`config.mk`:
```
export PLATFORM = sky130hd
export DESIGN_NAME = alu_arbiter_flat
export DESIGN_NICKNAME = d
export VERILOG_FILES = /design/src/rtl/alu_arbiter_if.sv /design/src/rtl/alu_arbiter.sv /design/src/flat_wrapper.sv
export SDC_FILE = /design/constraint.sdc
export NUM_CORES = 1
export LEC_CHECK = 0
export ABC_AREA = 1
export CAP_MARGIN = 0
export CORE_UTILIZATION = 38
export DETAILED_ROUTE_END_ITERATION = 16
export PLACE_DENSITY_LB_ADDON = 0.12
export SYNTH_ARGS = -nofsm -noshare
export SYNTH_HDL_FRONTEND = slang
export SYNTH_SLANG_ARGS = --single-unit
```
`constraint.sdc`:
```
create_clock -name clk -period 1.4 [get_ports clk]
set_input_delay 0.21 -clock clk [delete_from_list [all_inputs] [get_ports clk]]
set_output_delay 0.21 -clock clk [all_outputs]
set_load 0.005 [all_outputs]
```
`src/rtl/alu_arbiter_if.sv`:
```
// Request/response handshake bundle between the two ALU requesters, the response
// consumer (master side) and alu_arbiter (slave side).
interface alu_arbiter_if #(
  parameter int DW = 6
);
  logic          req0_valid;
  logic          req0_ready;
  logic [DW-1:0] req0_A;
  logic [DW-1:0] req0_B;
  logic          req0_OP;

  logic          req1_valid;
  logic          req1_ready;
  logic [DW-1:0] req1_A;
  logic [DW-1:0] req1_B;
  logic          req1_OP;

  logic          rsp_valid;
  logic          rsp_ready;
  logic          rsp_id;
  logic [DW-1:0] rsp_R;
  logic          rsp_CF;
  logic          rsp_SF;
  logic          rsp_ZF;

  modport master (
    output req0_valid, req0_A, req0_B, req0_OP,
    input  req0_ready,
    output req1_valid, req1_A, req1_B, req1_OP,
    input  req1_ready,
    input  rsp_valid, rsp_id, rsp_R, rsp_CF, rsp_SF, rsp_ZF,
    output rsp_ready
  );

  modport slave (
    input  req0_valid, req0_A, req0_B, req0_OP,
    output req0_ready,
    input  req1_valid, req1_A, req1_B, req1_OP,
    output req1_ready,
    output rsp_valid, rsp_id, rsp_R, rsp_CF, rsp_SF, rsp_ZF,
    input  rsp_ready
  );
endinterface

```
`src/rtl/alu_arbiter.sv`:
```
// Round-robin arbiter sharing one combinational ALU between two requesters, one op in flight.
// Optional per-requester saturating grant counters: define ALU_ARB_STATS_EN.
module alu_arbiter #(
  parameter int DW    = 6,
  parameter int CNT_W = 8
) (
  input  logic             clk,
  input  logic             rst_n,
  alu_arbiter_if.slave     bus,
  output logic [DW-1:0]    ALU_A,
  output logic [DW-1:0]    ALU_B,
  output logic             ALU_OP,
  input  logic [DW-1:0]    ALU_R,
  input  logic             ALU_CF,
  input  logic             ALU_SF,
  input  logic             ALU_ZF,
  output logic [CNT_W-1:0] grant_cnt0,
  output logic [CNT_W-1:0] grant_cnt1
);

  typedef enum logic [1:0] {
    IDLE  = 2'd0,
    ISSUE = 2'd1,
    RESP  = 2'd2
  } state_t;

  state_t        state_q, state_d;
  logic          last_q, last_d;
  logic [DW-1:0] alu_a_q, alu_a_d;
  logic [DW-1:0] alu_b_q, alu_b_d;
  logic          alu_op_q, alu_op_d;
  logic          rsp_valid_q, rsp_valid_d;
  logic          rsp_id_q, rsp_id_d;
  logic [DW-1:0] rsp_r_q, rsp_r_d;
  logic          rsp_cf_q, rsp_cf_d;
  logic          rsp_sf_q, rsp_sf_d;
  logic          rsp_zf_q, rsp_zf_d;

  logic          grant0;
  logic          grant1;

  // Tie goes to the requester that did not win last; last_q resets to 1 so req0 wins first.
  always_comb begin
    grant0 = 1'b0;
    grant1 = 1'b0;
    if (state_q == IDLE) begin
      grant0 = bus.req0_valid && (!bus.req1_valid || last_q);
      grant1 = bus.req1_valid && (!bus.req0_valid || !last_q);
    end
  end

  assign bus.req0_ready = grant0;
  assign bus.req1_ready = grant1;

  always_comb begin
    state_d     = state_q;
    last_d      = last_q;
    alu_a_d     = alu_a_q;
    alu_b_d     = alu_b_q;
    alu_op_d    = alu_op_q;
    rsp_valid_d = rsp_valid_q;
    rsp_id_d    = rsp_id_q;
    rsp_r_d     = rsp_r_q;
    rsp_cf_d    = rsp_cf_q;
    rsp_sf_d    = rsp_sf_q;
    rsp_zf_d    = rsp_zf_q;
    case (state_q)
      IDLE: begin
        if (grant0) begin
          alu_a_d  = bus.req0_A;
          alu_b_d  = bus.req0_B;
          alu_op_d = bus.req0_OP;
          rsp_id_d = 1'b0;
          last_d   = 1'b0;
          state_d  = ISSUE;
        end else if (grant1) begin
          alu_a_d  = bus.req1_A;
          alu_b_d  = bus.req1_B;
          alu_op_d = bus.req1_OP;
          rsp_id_d = 1'b1;
          last_d   = 1'b1;
          state_d  = ISSUE;
        end
      end
      ISSUE: begin
        // ALU inputs have been stable for a full cycle; its outputs are settled here.
        rsp_r_d     = ALU_R;
        rsp_cf_d    = ALU_CF;
        rsp_sf_d    = ALU_SF;
        rsp_zf_d    = ALU_ZF;
        rsp_valid_d = 1'b1;
        state_d     = RESP;
      end
      RESP: begin
        if (bus.rsp_ready) begin
          rsp_valid_d = 1'b0;
          state_d     = IDLE;
        end
      end
      default: begin
        rsp_valid_d = 1'b0;
        state_d     = IDLE;
      end
    endcase
  end

  always_ff @(posedge clk or negedge rst_n) begin
    if (!rst_n) begin
      state_q     <= IDLE;
      last_q      <= 1'b1;
      alu_a_q     <= '0;
      alu_b_q     <= '0;
      alu_op_q    <= 1'b0;
      rsp_valid_q <= 1'b0;
      rsp_id_q    <= 1'b0;
      rsp_r_q     <= '0;
      rsp_cf_q    <= 1'b0;
      rsp_sf_q    <= 1'b0;
      rsp_zf_q    <= 1'b0;
    end else begin
      state_q     <= state_d;
      last_q      <= last_d;
      alu_a_q     <= alu_a_d;
      alu_b_q     <= alu_b_d;
      alu_op_q    <= alu_op_d;
      rsp_valid_q <= rsp_valid_d;
      rsp_id_q    <= rsp_id_d;
      rsp_r_q     <= rsp_r_d;
      rsp_cf_q    <= rsp_cf_d;
      rsp_sf_q    <= rsp_sf_d;
      rsp_zf_q    <= rsp_zf_d;
    end
  end

  assign ALU_A         = alu_a_q;
  assign ALU_B         = alu_b_q;
  assign ALU_OP        = alu_op_q;
  assign bus.rsp_valid = rsp_valid_q;
  assign bus.rsp_id    = rsp_id_q;
  assign bus.rsp_R     = rsp_r_q;
  assign bus.rsp_CF    = rsp_cf_q;
  assign bus.rsp_SF    = rsp_sf_q;
  assign bus.rsp_ZF    = rsp_zf_q;

`ifdef ALU_ARB_STATS_EN
  logic [CNT_W-1:0] cnt0_q, cnt0_d;
  logic [CNT_W-1:0] cnt1_q, cnt1_d;

  function automatic logic [CNT_W-1:0] sat_inc(input logic [CNT_W-1:0] v);
    return (&v) ? v : v + 1'b1;
  endfunction

  always_comb begin
    cnt0_d = grant0 ? sat_inc(cnt0_q) : cnt0_q;
    cnt1_d = grant1 ? sat_inc(cnt1_q) : cnt1_q;
  end

  always_ff @(posedge clk or negedge rst_n) begin
    if (!rst_n) begin
      cnt0_q <= '0;
      cnt1_q <= '0;
    end else begin
      cnt0_q <= cnt0_d;
      cnt1_q <= cnt1_d;
    end
  end

  assign grant_cnt0 = cnt0_q;
  assign grant_cnt1 = cnt1_q;
`else
  assign grant_cnt0 = '0;
  assign grant_cnt1 = '0;
`endif

endmodule

```
`src/flat_wrapper.sv`:
```
// flat-port wrapper written by rule: the top's interface ports become plain ports
module alu_arbiter_flat 
#(
  parameter int DW    = 6,
  parameter int CNT_W = 8
)
  (clk, rst_n, ALU_A, ALU_B, ALU_OP, ALU_R, ALU_CF, ALU_SF, ALU_ZF, grant_cnt0, grant_cnt1, bus_req0_valid, bus_req0_A, bus_req0_B, bus_req0_OP, bus_req0_ready, bus_req1_valid, bus_req1_A, bus_req1_B, bus_req1_OP, bus_req1_ready, bus_rsp_valid, bus_rsp_id, bus_rsp_R, bus_rsp_CF, bus_rsp_SF, bus_rsp_ZF, bus_rsp_ready);
  alu_arbiter_if #(.DW(DW)) bus_i ();
  input  logic clk;
  input  logic rst_n;
  output logic [DW-1:0] ALU_A;
  output logic [DW-1:0] ALU_B;
  output logic ALU_OP;
  input  logic [DW-1:0] ALU_R;
  input  logic ALU_CF;
  input  logic ALU_SF;
  input  logic ALU_ZF;
  output logic [CNT_W-1:0] grant_cnt0;
  output logic [CNT_W-1:0] grant_cnt1;
  input wire logic [$bits(bus_i.req0_valid)-1:0] bus_req0_valid;
  input wire logic [$bits(bus_i.req0_A)-1:0] bus_req0_A;
  input wire logic [$bits(bus_i.req0_B)-1:0] bus_req0_B;
  input wire logic [$bits(bus_i.req0_OP)-1:0] bus_req0_OP;
  output wire logic [$bits(bus_i.req0_ready)-1:0] bus_req0_ready;
  input wire logic [$bits(bus_i.req1_valid)-1:0] bus_req1_valid;
  input wire logic [$bits(bus_i.req1_A)-1:0] bus_req1_A;
  input wire logic [$bits(bus_i.req1_B)-1:0] bus_req1_B;
  input wire logic [$bits(bus_i.req1_OP)-1:0] bus_req1_OP;
  output wire logic [$bits(bus_i.req1_ready)-1:0] bus_req1_ready;
  output wire logic [$bits(bus_i.rsp_valid)-1:0] bus_rsp_valid;
  output wire logic [$bits(bus_i.rsp_id)-1:0] bus_rsp_id;
  output wire logic [$bits(bus_i.rsp_R)-1:0] bus_rsp_R;
  output wire logic [$bits(bus_i.rsp_CF)-1:0] bus_rsp_CF;
  output wire logic [$bits(bus_i.rsp_SF)-1:0] bus_rsp_SF;
  output wire logic [$bits(bus_i.rsp_ZF)-1:0] bus_rsp_ZF;
  input wire logic [$bits(bus_i.rsp_ready)-1:0] bus_rsp_ready;
  assign bus_i.req0_valid = bus_req0_valid;
  assign bus_i.req0_A = bus_req0_A;
  assign bus_i.req0_B = bus_req0_B;
  assign bus_i.req0_OP = bus_req0_OP;
  assign bus_req0_ready = bus_i.req0_ready;
  assign bus_i.req1_valid = bus_req1_valid;
  assign bus_i.req1_A = bus_req1_A;
  assign bus_i.req1_B = bus_req1_B;
  assign bus_i.req1_OP = bus_req1_OP;
  assign bus_req1_ready = bus_i.req1_ready;
  assign bus_rsp_valid = bus_i.rsp_valid;
  assign bus_rsp_id = bus_i.rsp_id;
  assign bus_rsp_R = bus_i.rsp_R;
  assign bus_rsp_CF = bus_i.rsp_CF;
  assign bus_rsp_SF = bus_i.rsp_SF;
  assign bus_rsp_ZF = bus_i.rsp_ZF;
  assign bus_i.rsp_ready = bus_rsp_ready;
  alu_arbiter #(.DW(DW), .CNT_W(CNT_W)) u_core (.clk(clk), .rst_n(rst_n), .bus(bus_i), .ALU_A(ALU_A), .ALU_B(ALU_B), .ALU_OP(ALU_OP), .ALU_R(ALU_R), .ALU_CF(ALU_CF), .ALU_SF(ALU_SF), .ALU_ZF(ALU_ZF), .grant_cnt0(grant_cnt0), .grant_cnt1(grant_cnt1));
endmodule
```
==> run_results.csv <==
group,metric,value,unit
layout,antenna_cells,0,
clocking,cts_tree,"done",
layout,fillers,327,
logic_synthesis,synth_top_area_share,46.1,%
power_and_ir_drop,p_int,2.57,mW
detailed_routing,drtPass1Iterations,4,
logic_synthesis,synth_area_leader_cell,"dfrtp_1",
placed_design,portBuffers,65,
floorplanning,core_region_area,3440,um^2
logic_synthesis,synth_cells,190,
detailed_routing,wl,3320,um
logic_synthesis,synth_warnings,0,
clocking,htreeDepth,1,
global_route,top_usage_layer,"met2",
logic_synthesis,ys_seq_area_share,47.9,%
global_route,grt_pass1_vias,1251,
power_and_ir_drop,peakVddDrop,0.000887,V
timing,period_share,98.0,%
critical_path,crit_path_max_fanout,2,
hold_path,worstHoldPathType,"input pin to async pin",
layout,syn_to_final_growth,58.6,%
detailed_routing,post_drt_wl_per_cell,10.6,um
critical_path,crit_type,"register to output pin",
power_and_ir_drop,p_sw,1.39,mW
power_and_ir_drop,pwr-share-clk,11.3,%
critical_path,critPathArrivalTime,1160,ps
power_and_ir_drop,p_per_area,1770,nW/um^2
power_and_ir_drop,p_leak,1.27,nW
timing,clock_skew,7.48,ps
floorplanning,die_width,63.0,um
floorplanning,pin_count,82,
logic_synthesis,yosys_register_bits,27,
layout,seq_area,677,um^2
placed_design,routabilityCongestion,0.720,
logic_synthesis,ys.flop_type,"dfrtp_1",
timing,fin_tns_setup,0,ps
detailed_routing,ant_nets,0,
detailed_routing,viasPerCell,4.25,
timing,post-route-min-period,1370,ps
logic_synthesis,synth_edf_count,0,
global_route,grt_pass1_wl,5720,um
logic_synthesis,yosysUniqueCellTypes,16,
layout,nNetsFinal,309,
power_and_ir_drop,swShare,35.1,%
floorplanning,rows,21,
run,cap_violations,0,
global_route,antenna_found_initial,0,
global_route,use_met1,23.7,%
critical_path,critical_path.endpoint_type,"output pin",
layout,layout_common_cells,"nand2_1 (74), clkdlybuf4s50_1 (57), inv_1 (29)",
logic_synthesis,ys_top_cells_by_area,"dfrtp_1 (46%), nand2_1 (20%), buf_4 (9.6%)",
timing,drv_slew,0,
placed_design,dp_hpwl,2420,um
global_route,grt_overflow,0,
floorplanning,start_util,41.0,%
timing,hold_viol,0,
power_and_ir_drop,seq_power_share,34.9,%
outcome,status,"completed",
global_route,grt.met2_usage,30.0,%
clocking,clock_latency,270,ps
layout,multi_input_area,527,um^2
global_route,gr-usage-met3,3.65,%
detailed_routing,vias,1336,
clocking,hold_buffers,0,
detailed_routing,drc_errors,0,
timing,fmax,0.729,GHz
critical_path,worstSetupStartpointType,"register",
global_route,grt_usage,18.2,%
timing,finalSetupViolations,0,
power_and_ir_drop,pwr-share-comb,53.8,%
clocking,cts_root_buffer,"clkbuf_8",
timing,rsz0062_at_grt,"true",
power_and_ir_drop,power,3.96,mW
clocking,clk_pin_slew,100,ps
clocking,cts.sinks,27,
clocking,cts.path.max_buffers,2,
layout,layout_commonest_cell,"nand2_1",
floorplanning,dieHeight,63.0,um
logic_synthesis,synth_area_per_cell,7.43,um^2
logic_synthesis,async_flop_share,100,%
floorplanning,dieArea,3970,um^2
layout,drive_gt1_share,11.9,%
logic_synthesis,netlist_area,1410,um^2
critical_path,cp_data_required_time,1190,ps
global_route,grt_max_degree,28,
detailed_routing,drtIter0Drc,85,
clocking,cts_buffers,3,
synth_stat cells, types with 2 or more instances:
cell type,instances
buf_2,2
buf_4,18
clkbuf_1,2
dfrtp_1,26
inv_1,31
nand2_1,75
nand3_1,23
nor2_1,5
sequential cells by signal, indices dropped and copies added, names as in the netlist:
signal and flops:
u_core.ALU_B 6, u_core.bus.rsp_SF 1, u_core.last_q 1, u_core.bus.rsp_ZF 1
u_core.bus.rsp_id 1, u_core.ALU_OP 1, u_core.bus.rsp_R 6, u_core.bus.rsp_CF 1
u_core.bus.rsp_valid 1, u_core.state_q 2, u_core.ALU_A 6
power groups by stage:
stage | clock network, mW | registers, mW | logic (mW)
2_1_floorplan | 0 | 1.42 | 0.850
3_3_place_gp | 0 | 1.39 | 1.98
3_5_place_dp | 0 | 1.39 | 1.99
4_1_cts | 0.458 | 1.38 | 2.08
5_1_grt | 0.496 | 1.43 | 2.36
6_report | 0.449 | 1.38 | 2.13
layout make-up:
| cell class | instances | area share, % |
|---|---|---|
| clock buffers | 3 | 1.84 |
| repair buffers | 81 | 36.2 |
| well taps | 46 | 2.57 |
| inverters | 32 | 5.36 |
| flip-flops and latches | 27 | 30.2 |
| clock inverters | 1 | 0.335 |
| multi-input cells | 124 | 23.5 |
logic make-up after synthesis:
group                  synth area share [%]
DFF                                    47.9
buffers and inverters                  19.3
and+or+nand+nor                        30.9
other                                 0.265
AOI/OAI and AO/OA                      1.59
critical path, stage by stage, from the launching register on:
cell	delay (ps)
dfrtp_1	420
nor2_4	140
buf_6	110
nand3_2	70
inv_2	70
buf_6	90
per-stage QoR:
step | util (%) | cell area [um^2] | worst slack (ps) | hold WS [ps] | instances
global placement | 61.7 | 2120 | -272 | 452 | 304
global route | 65.1 | 2240 | -44.5 | 289 | 314
detailed placement | 61.7 | 2120 | -279 | 461 | 304
CTS | 63.6 | 2190 | 0.0807 | 281 | 310
finish | 65.1 | 2240 | 28.3 | 279 | 314
floorplan | - | 1470 | 234 | -85.6 | 205
per-layer routing:
| metal | vias to the layer above | part of all wire (%) | wire length, um |
|---|---|---|---|
| met2 | 55 | 47 | 1560 |
| met5 | - | 0 | 0 |
| met4 | 0 | 0.72 | 24 |
| met3 | 2 | 7.3 | 243 |
| met1 | 594 | 45 | 1490 |
| li1 | 685 | - | - |
worst paths after layout:
path | from | endpoint | slack, ps | cells after the start
max in group asynchronous | rst_n | u_core.last_q$_DFFE_PN1P_ | 890 | 2
min reg2reg | u_core.bus.rsp_ZF$_DFFE_PN0P_ | u_core.bus.rsp_ZF$_DFFE_PN0P_ | 480 | 2
max | u_core.state_q[0]$_DFFE_PN0P_ | bus_req0_ready | 30 | 5
min | rst_n | u_core.bus.rsp_R[0]$_DFFE_PN0P_ | 280 | 2
min in group clk | u_core.bus.rsp_ZF$_DFFE_PN0P_ | u_core.bus.rsp_ZF$_DFFE_PN0P_ | 480 | 2
max reg2reg | u_core.last_q$_DFFE_PN1P_ | u_core.ALU_B[0]$_DFFE_PN0P_ | 80 | 7
repair_timing:
action                                  4_1_cts  5_1_grt
pin swaps                                     1        2
setup buffers                                 2        4
endpoints found under the setup margin        2       11
endpoints found under the hold margin         0        0
gates resized for setup                      13        8
Power figures use the tool's default switching activity.
